`src/rtl/muldiv_seq_if.sv`:
```
// Handshake and data bundle between the main control unit and the HI/LO
// multiply/divide sequencer.
interface muldiv_seq_if #(
  parameter int unsigned WIDTH = 32
);
  logic             start;
  logic [1:0]       op;
  logic [WIDTH-1:0] a;
  logic [WIDTH-1:0] b;
  logic             mthi;
  logic             mtlo;
  logic [WIDTH-1:0] wdata;
  logic             busy;
  logic             done;
  logic [WIDTH-1:0] hi;
  logic [WIDTH-1:0] lo;

  modport master (
    output start, op, a, b, mthi, mtlo, wdata,
    input  busy, done, hi, lo
  );

  modport slave (
    input  start, op, a, b, mthi, mtlo, wdata,
    output busy, done, hi, lo
  );
endinterface

```
`src/rtl/muldiv_seq.sv`:
```
// Iterative MULT/MULTU/DIV/DIVU sequencer owning HI/LO: radix-2 shift-add multiply,
// restoring divide on magnitudes, then a single sign-fix cycle.
module muldiv_seq #(
  parameter int unsigned WIDTH = 32
) (
  input logic         clk,
  input logic         reset,
  muldiv_seq_if.slave bus
);

  localparam int unsigned CntW = (WIDTH > 1) ? $clog2(WIDTH) : 1;
  localparam logic [CntW-1:0] CntLast = CntW'(WIDTH - 1);

  typedef enum logic [1:0] {StIdle, StCalc, StSign, StDone} state_e;

  state_e            state_q, state_d;
  logic [CntW-1:0]   cnt_q, cnt_d;
  logic              is_div_q, is_div_d;
  logic              neg_q, neg_d;
  logic              rem_neg_q, rem_neg_d;
  logic              dz_q, dz_d;
  logic [WIDTH-1:0]  a_raw_q, a_raw_d;
  logic [WIDTH-1:0]  m_q, m_d;
  logic [WIDTH-1:0]  acc_hi_q, acc_hi_d;
  logic [WIDTH-1:0]  acc_lo_q, acc_lo_d;
  logic [WIDTH-1:0]  hi_q, hi_d;
  logic [WIDTH-1:0]  lo_q, lo_d;
  logic              busy_q, busy_d;
  logic              done_q, done_d;

  logic               a_neg, b_neg;
  logic [WIDTH-1:0]   a_mag, b_mag;
  logic [WIDTH:0]     mul_sum;
  logic [WIDTH:0]     div_shift;
  logic               div_ge;
  logic [WIDTH-1:0]   div_sub;
  logic [2*WIDTH-1:0] prod, prod_fix;
  logic [WIDTH-1:0]   quo_fix, rem_fix;

  assign a_neg = bus.op[0] & bus.a[WIDTH-1];
  assign b_neg = bus.op[0] & bus.b[WIDTH-1];
  assign a_mag = a_neg ? -bus.a : bus.a;
  assign b_mag = b_neg ? -bus.b : bus.b;

  // Multiply: acc_lo holds the multiplier, shifted out LSB-first as product bits shift in.
  assign mul_sum = {1'b0, acc_hi_q} + (acc_lo_q[0] ? {1'b0, m_q} : '0);

  // Divide: acc_hi is the partial remainder, acc_lo shifts dividend out and quotient in.
  assign div_shift = {acc_hi_q, acc_lo_q[WIDTH-1]};
  assign div_ge    = div_shift >= {1'b0, m_q};
  assign div_sub   = div_shift[WIDTH-1:0] - m_q;

  assign prod     = {acc_hi_q, acc_lo_q};
  assign prod_fix = neg_q ? -prod : prod;
  assign quo_fix  = neg_q ? -acc_lo_q : acc_lo_q;
  assign rem_fix  = rem_neg_q ? -acc_hi_q : acc_hi_q;

  always_comb begin
    state_d   = state_q;
    cnt_d     = cnt_q;
    is_div_d  = is_div_q;
    neg_d     = neg_q;
    rem_neg_d = rem_neg_q;
    dz_d      = dz_q;
    a_raw_d   = a_raw_q;
    m_d       = m_q;
    acc_hi_d  = acc_hi_q;
    acc_lo_d  = acc_lo_q;
    hi_d      = hi_q;
    lo_d      = lo_q;
    busy_d    = 1'b0;
    done_d    = 1'b0;

    unique case (state_q)
      StIdle, StDone: begin
        if (bus.mthi) hi_d = bus.wdata;
        if (bus.mtlo) lo_d = bus.wdata;
        state_d = StIdle;
        if (bus.start) begin
          is_div_d  = bus.op[1];
          neg_d     = a_neg ^ b_neg;
          rem_neg_d = a_neg;
          dz_d      = bus.op[1] && (bus.b == '0);
          a_raw_d   = bus.a;
          acc_hi_d  = '0;
          acc_lo_d  = bus.op[1] ? a_mag : b_mag;
          m_d       = bus.op[1] ? b_mag : a_mag;
          cnt_d     = '0;
          busy_d    = 1'b1;
          state_d   = StCalc;
        end
      end
      StCalc: begin
        busy_d = 1'b1;
        cnt_d  = cnt_q + 1'b1;
        if (is_div_q) begin
          acc_hi_d = div_ge ? div_sub : div_shift[WIDTH-1:0];
          acc_lo_d = {acc_lo_q[WIDTH-2:0], div_ge};
        end else begin
          {acc_hi_d, acc_lo_d} = {mul_sum, acc_lo_q[WIDTH-1:1]};
        end
        if (cnt_q == CntLast) state_d = StSign;
      end
      StSign: begin
        if (!is_div_q) begin
          {hi_d, lo_d} = prod_fix;
        end else if (dz_q) begin
          // Divide by zero bypasses the sign fix: HI gets the raw dividend.
          hi_d = a_raw_q;
          lo_d = '1;
        end else begin
          hi_d = rem_fix;
          lo_d = quo_fix;
        end
        done_d  = 1'b1;
        state_d = StDone;
      end
      default: state_d = StIdle;
    endcase
  end

  always_ff @(posedge clk) begin
    if (!reset) begin
      state_q   <= StIdle;
      cnt_q     <= '0;
      is_div_q  <= 1'b0;
      neg_q     <= 1'b0;
      rem_neg_q <= 1'b0;
      dz_q      <= 1'b0;
      a_raw_q   <= '0;
      m_q       <= '0;
      acc_hi_q  <= '0;
      acc_lo_q  <= '0;
      hi_q      <= '0;
      lo_q      <= '0;
      busy_q    <= 1'b0;
      done_q    <= 1'b0;
    end else begin
      state_q   <= state_d;
      cnt_q     <= cnt_d;
      is_div_q  <= is_div_d;
      neg_q     <= neg_d;
      rem_neg_q <= rem_neg_d;
      dz_q      <= dz_d;
      a_raw_q   <= a_raw_d;
      m_q       <= m_d;
      acc_hi_q  <= acc_hi_d;
      acc_lo_q  <= acc_lo_d;
      hi_q      <= hi_d;
      lo_q      <= lo_d;
      busy_q    <= busy_d;
      done_q    <= done_d;
    end
  end

  assign bus.busy = busy_q;
  assign bus.done = done_q;
  assign bus.hi   = hi_q;
  assign bus.lo   = lo_q;

endmodule
```
`src/flat_wrapper.sv`:
```
// flat-port wrapper written by rule: the top's interface ports become plain ports
module muldiv_seq_flat 
#(
  parameter int unsigned WIDTH = 32
)
  (clk, reset, bus_start, bus_op, bus_a, bus_b, bus_mthi, bus_mtlo, bus_wdata, bus_busy, bus_done, bus_hi, bus_lo);
  muldiv_seq_if #(.WIDTH(WIDTH)) bus_i ();
  input logic clk;
  input logic reset;
  input wire logic [$bits(bus_i.start)-1:0] bus_start;
  input wire logic [$bits(bus_i.op)-1:0] bus_op;
  input wire logic [$bits(bus_i.a)-1:0] bus_a;
  input wire logic [$bits(bus_i.b)-1:0] bus_b;
  input wire logic [$bits(bus_i.mthi)-1:0] bus_mthi;
  input wire logic [$bits(bus_i.mtlo)-1:0] bus_mtlo;
  input wire logic [$bits(bus_i.wdata)-1:0] bus_wdata;
  output wire logic [$bits(bus_i.busy)-1:0] bus_busy;
  output wire logic [$bits(bus_i.done)-1:0] bus_done;
  output wire logic [$bits(bus_i.hi)-1:0] bus_hi;
  output wire logic [$bits(bus_i.lo)-1:0] bus_lo;
  assign bus_i.start = bus_start;
  assign bus_i.op = bus_op;
  assign bus_i.a = bus_a;
  assign bus_i.b = bus_b;
  assign bus_i.mthi = bus_mthi;
  assign bus_i.mtlo = bus_mtlo;
  assign bus_i.wdata = bus_wdata;
  assign bus_busy = bus_i.busy;
  assign bus_done = bus_i.done;
  assign bus_hi = bus_i.hi;
  assign bus_lo = bus_i.lo;
  muldiv_seq #(.WIDTH(WIDTH)) u_core (.clk(clk), .reset(reset), .bus(bus_i));
endmodule
```
`config.mk`:
```
export PLATFORM = sky130hd
export DESIGN_NAME = muldiv_seq_flat
export DESIGN_NICKNAME = d
export VERILOG_FILES = /design/src/rtl/muldiv_seq_if.sv /design/src/rtl/muldiv_seq.sv /design/src/flat_wrapper.sv
export SDC_FILE = /design/constraint.sdc
export NUM_CORES = 1
export LEC_CHECK = 0
export CAP_MARGIN = 40
export CELL_PAD_IN_SITES_DETAIL_PLACEMENT = 0
export CELL_PAD_IN_SITES_GLOBAL_PLACEMENT = 2
export CORE_MARGIN = 1.5
export CORE_UTILIZATION = 34
export DETAILED_ROUTE_END_ITERATION = 8
export PLACE_DENSITY_LB_ADDON = 0.1
export SYNTH_ARGS = -nofsm -noshare
export SYNTH_HDL_FRONTEND = slang
export SYNTH_SLANG_ARGS = --single-unit
```
`constraint.sdc`:
```
create_clock -name clk -period 3.48 [get_ports clk]
set_input_delay 0.87 -clock clk [delete_from_list [all_inputs] [get_ports clk]]
set_output_delay 0.87 -clock clk [all_outputs]
set_load 0.02 [all_outputs]
```
# Word-level counts from Yosys, hierarchy flattened

Cells that the tools add are included.

Flip-flop bits (word level): 205
Output and inout bits: 66

$add $sub $neg: 8
Magnitude comparators: 1
Equality and inequality tests: 8
Mux-type cells: 31
Bitwise gates (word level): 3
Reductions and logical operators: 10

Operators by type and width:

| kind                | count |
|---|---|
| $mux 32             | 18 |
| $pmux 32 s2         | 4 |
| $neg 32->32         | 4 |
| $mux 64             | 1 |
| $neg 64->64         | 1 |
| $add 32x33->33      | 1 |
| $ge 33x32->1        | 1 |
| $logic_not 32->1    | 1 |
| $sub 32x32->32      | 1 |
| $pmux 5 s2          | 1 |
| $reduce_and 2->1    | 4 |
| $ne 2x2->1 const B  | 3 |
| $pmux 2 s3          | 1 |
| $add 5x1->5 const B | 1 |
| $eq 5x5->1 const B  | 1 |
| $mux 5              | 1 |
| $eq 2x2->1 const B  | 2 |
| $reduce_bool 2->1   | 2 |
| $mux 1              | 3 |
| $and 1x1->1         | 2 |
| $eq 2x1->1 const B  | 1 |
| $logic_not 2->1     | 1 |
| $mux 2              | 1 |
| $ne 2x1->1 const B  | 1 |
| other kinds (4)     | 4 |

# Longest topological paths before layout

Depth in word-level cells: 5
Mapped depth: 14

# Worst setup path after synthesis

No wires, ideal clock.

Path kind: flip-flop to flip-flop
Start: register u_core.acc_hi_q[1]
End: register u_core.acc_hi_q[25]
Arrival time: 3.008 ns
Setup slack: 0.340 ns
Stages on the path, launching flop included: 13
Path buffers: 1
Clock period less this slack: 3.140 ns
Path through: dfxtp_1 -> clkbuf_1 -> inv_1 -> fa_1 -> nand2b_1 -> a21o_1 -> a2111oi_0 -> a31oi_1 -> o31ai_1 -> a21boi_0 -> o221ai_1 -> mux2i_1 -> o211ai_1

Cells in the longest elaborated chain, start to end: 4

RTL lines:

| item                                           | line                               | text |
|---|---|---|
| start, declared                                | muldiv_seq.sv:24                   | `logic [WIDTH-1:0] acc_hi_q, acc_hi_d;` |
| start signal, assigned                         | muldiv_seq.sv:147                  | `acc_hi_q <= acc_hi_d;` |
| $sub 32x32->32 or $ge 33x32->1 (tied branches) | muldiv_seq.sv:51, muldiv_seq.sv:50 |  |
| $mux 32                                        | muldiv_seq.sv:97                   | `acc_hi_d = div_ge ? div_sub : div_shift[WIDTH-1:0];` |
| $mux 32 *                                      | muldiv_seq.sv:96                   | `if (is_div_q) begin` |
| $pmux 32 s2 *                                  | muldiv_seq.sv:74                   | `unique case (state_q)` |

Every way passes the cells marked *; elsewhere a longest branch is shown, timed or not.
A chain may end at the register's enable or synchronous reset.

# Worst setup path in the final report

Start: register u_core.acc_lo_q[0]
End: register u_core.acc_hi_q[30]

Cells in the longest elaborated chain, start to end: 4

RTL lines:

| item                   | line              | text |
|---|---|---|
| start, declared        | muldiv_seq.sv:25  | `logic [WIDTH-1:0] acc_lo_q, acc_lo_d;` |
| start signal, assigned | muldiv_seq.sv:148 | `acc_lo_q <= acc_lo_d;` |
| $mux 32                | muldiv_seq.sv:46  | `assign mul_sum = {1'b0, acc_hi_q} + (acc_lo_q[0] ? {1'b0, m_q} : '0);` |
| $add 32x33->33         | muldiv_seq.sv:46  |  |
| $mux 32                | muldiv_seq.sv:96  |  |
| $pmux 32 s2            | muldiv_seq.sv:74  |  |

No other way between the ends.

==> results.sh <==
export IMPL_status="completed"
export IMPL_wl_per_cell_microns=24.4
export IMPL_crit_chain="inv_1 > buf_12 > nor2_1 > ha_4 > a21o_1 > a21oi_1 > a21oi_2 > o31ai_2 > buf_4 > o31a_1 > nor2_1 > or4_1 > nand3_1 > a22oi_1"
export IMPL_r2r_end="u_core.acc_hi_q[30]"
export IMPL_die_w_microns=226
export IMPL_vias=19000
export IMPL_place_congestion=0.978
export IMPL_syn2layout_area_growth_pct=27.5
export IMPL_grt_use_total_pct=30.7
export IMPL_postCtsSetupBuffers=0
export IMPL_layout_drive_gt1_share_pct=13.0
export IMPL_fmax_ghz=0.298
export IMPL_clkSinkCount=205
export IMPL_ios=169
export IMPL_rr_startpoint="u_core.acc_lo_q[0]"
export IMPL_clkSlewWorstSetupHoldPaths_ps=60
export IMPL_min_path_type="reg2reg"
export IMPL_syn_avg_cell_area_sq_um=7.21
export IMPL_finalWorstSetupSlack_ps=120
export IMPL_yosysSeqAreaShare_pct=24.4
export IMPL_final_setup_skew_ps=13.6
export IMPL_slew_violations=0
export IMPL_die_height_microns=226
export IMPL_rrSetupSlack_ps=120
export IMPL_grt_pass1_wl_microns=117000
export IMPL_grt_max_degree=111
export IMPL_critical_path_max_stage_delay_ps=480
export IMPL_synth_nets=2513
export IMPL_antenna_found_initial=0
export IMPL_wirelength_microns=79500
export IMPL_antenna_cells=0
export IMPL_clockBufferDepth=3
export IMPL_firstDrtPassIters=6
export IMPL_async_flop_share_pct=0
export IMPL_drc=0
export IMPL_overflow=0
export IMPL_holdWs_ps=447
export IMPL_min_period_over_period_pct=96.6
export IMPL_startpoint_type="flop"
export IMPL_io_buffers=168
export IMPL_core_sq_um=49000
export IMPL_root_buffer="clkbuf_16"
export IMPL_slew_headroom_pct=43.4
export IMPL_multi_input_area_sq_um=11900
export IMPL_crit_slowest_cell="or4_1"
export IMPL_synth_edf_count=0
export IMPL_htreeDepth=1
export IMPL_final_common_cell="nand2_1"
export IMPL_cap_violations=0
export IMPL_hpwl_microns=62900
export IMPL_fillerInstances=5124
export IMPL_synth_top_flop_cell="dfxtp_1"
export IMPL_critPathRequiredTime_ps=3940
export IMPL_finalSetupViolCount=0
export IMPL_dieArea_sq_um=50900
export IMPL_ant_nets=0
export IMPL_synth_cell_types=87
export IMPL_r2r_worst_path_cells=14
export IMPL_num_rows=81
export IMPL_first_iter_violations=1449
export IMPL_grt_pass1_vias=18000
export IMPL_crit_type="reg2reg"
export IMPL_synth_seq_cells=205
export IMPL_syn_inst=2336
export IMPL_crit_fanout=18
export IMPL_seqCellArea_sq_um=4110
export IMPL_final_hold_viol_count=0
export IMPL_crit_path_end_kind="flop"
export IMPL_crit_path_start="u_core.acc_lo_q[0]"
export IMPL_dp_slack_ps=-254
export IMPL_clk_insertion_delay_late_ps=580
export IMPL_layout_common_cells="nand2_1, a21oi_1, buf_4"
export IMPL_fin_crit_ps=3360
export IMPL_crit_path_end="u_core.acc_hi_q[30]"
export IMPL_nets=2759
export IMPL_netlist_area_sq_um=16800
export IMPL_worstMarginPinSlew_ps=848
export IMPL_cts_tree="yes"
export IMPL_ir_drop_mv=0.388
export IMPL_via_per_inst=5.84
export IMPL_cpMostUsedCell="nor2_1"
export IMPL_cts_buffers=27
export IMPL_arrival_ps=3820
export IMPL_leakage_uw=0.00854
export IMPL_start_util_pct=34.4
export IMPL_power_density_nw_per_um2=713
export IMPL_cts_hold_buf=0
export IMPL_yosys_warnings=0
-- logic make-up after synthesis --
logic type / share of synthesized area [%]
adders and majority gates: 5.59
DFF: 24.4
and+or+nand+nor: 21.3
muxes: 4.58
buffers and inverters: 5.68
AOI/OAI and AO/OA: 29.7
xor gates and xnor gates: 8.79
-- per-layer routing --
layer  routed length, microns  GRT usage, %
met3                     5380          4.43
met5                        0             0
met2                    35300          48.7
met4                     2560          9.11
met1                    36300          42.8
-- state kept, by name (all words and copies together), names as in the netlist --
register / flops
u_core.bus.done: 1
u_core.acc_lo_q: 32
u_core.is_div_q: 1
u_core.cnt_q: 5
u_core.rem_neg_q: 1
u_core.dz_q: 1
u_core.m_q: 32
u_core.bus.hi: 32
u_core.neg_q: 1
u_core.state_q: 2
u_core.bus.busy: 1
u_core.a_raw_q: 32
u_core.bus.lo: 32
u_core.acc_hi_q: 32
-- where the power goes --
| part | internal (uW) | switching (uW) | leakage, uW |
|---|---|---|---|
| Sequential | 2990 | 603 | 0.00168 |
| Clock | 1680 | 1150 | 0.000424 |
| Combinational | 3230 | 5670 | 0.00643 |
-- cells in the mapped netlist, types with 17 or more instances --
cell type	instances	area (sq um)
xor2_1	53	464
a22oi_1	21	158
nor2_1	208	781
o31ai_1	28	210
o21ai_0	150	751
mux2_2	24	270
dfxtp_1	205	4100
nand2_1	287	1080
nor4_1	18	113
nand4_1	25	156
buf_1	20	75.1
o211ai_1	40	300
o22ai_1	21	131
a21oi_1	287	1440
clkbuf_1	147	552
a21o_1	36	270
o221ai_1	41	359
nor3_1	46	230
mux2i_1	50	500
nand3_1	58	290
a211oi_1	38	285
ha_1	72	901
inv_1	75	282
xnor2_1	116	1020
a31oi_1	17	106
-- worst min-delay path by stage --
stage | start | to | cells after the start
global route | u_core.bus.lo[0] | u_core.bus.lo[0] | 2
finish | u_core.bus.hi[20] | u_core.bus.hi[20] | 2
floorplan | u_core.a_raw_q[16] | u_core.a_raw_q[16] | 2
detailed placement | u_core.bus.lo[21] | u_core.bus.lo[21] | 2
CTS | u_core.bus.lo[21] | u_core.bus.lo[21] | 2
global placement | u_core.bus.hi[10] | u_core.bus.hi[10] | 2
-- critical path, delay by kind of cell (launching register included) --
kind	cells	cell delay, ps
AO/OA/AOI/OAI	6	1250
AND/OR/NAND/NOR	4	910
buffers and inverters	3	440
flip-flops	1	370
adder cells (fa/ha/maj)	1	250
-- per-stage QoR --
stage / power [uW] / TNS (ps) / instance area (sq um) / utilization, % / instances
floorplan: 8510 / 0 / 16800 / - / 2336
global placement: 12300 / -5610 / 20500 / 41.8 / 3215
detailed placement: 12300 / -4790 / 20500 / 41.9 / 3217
CTS: 15200 / 0 / 21400 / 43.7 / 3262
global route: 16100 / -2.97 / 21500 / 43.9 / 3262
finish: 15300 / 0 / 21500 / 43.9 / 3262
-- cell type report --
| type | count | area share, % |
|---|---|---|
| clock inverters | 5 | 0.437 |
| repair buffers | 391 | 16.1 |
| clock buffers | 40 | 3.61 |
| well taps | 664 | 3.87 |
| multi-input cells | 1880 | 55.5 |
| inverters | 77 | 1.36 |
| flip-flops and latches | 205 | 19.2 |
-- timing repair --
item                                    CTS  global route
cloned                                    0             0
resized for setup                        11            13
endpoints found under the setup margin    7             9
pin swaps                                 5             4
Power figures use the tool's default switching activity.
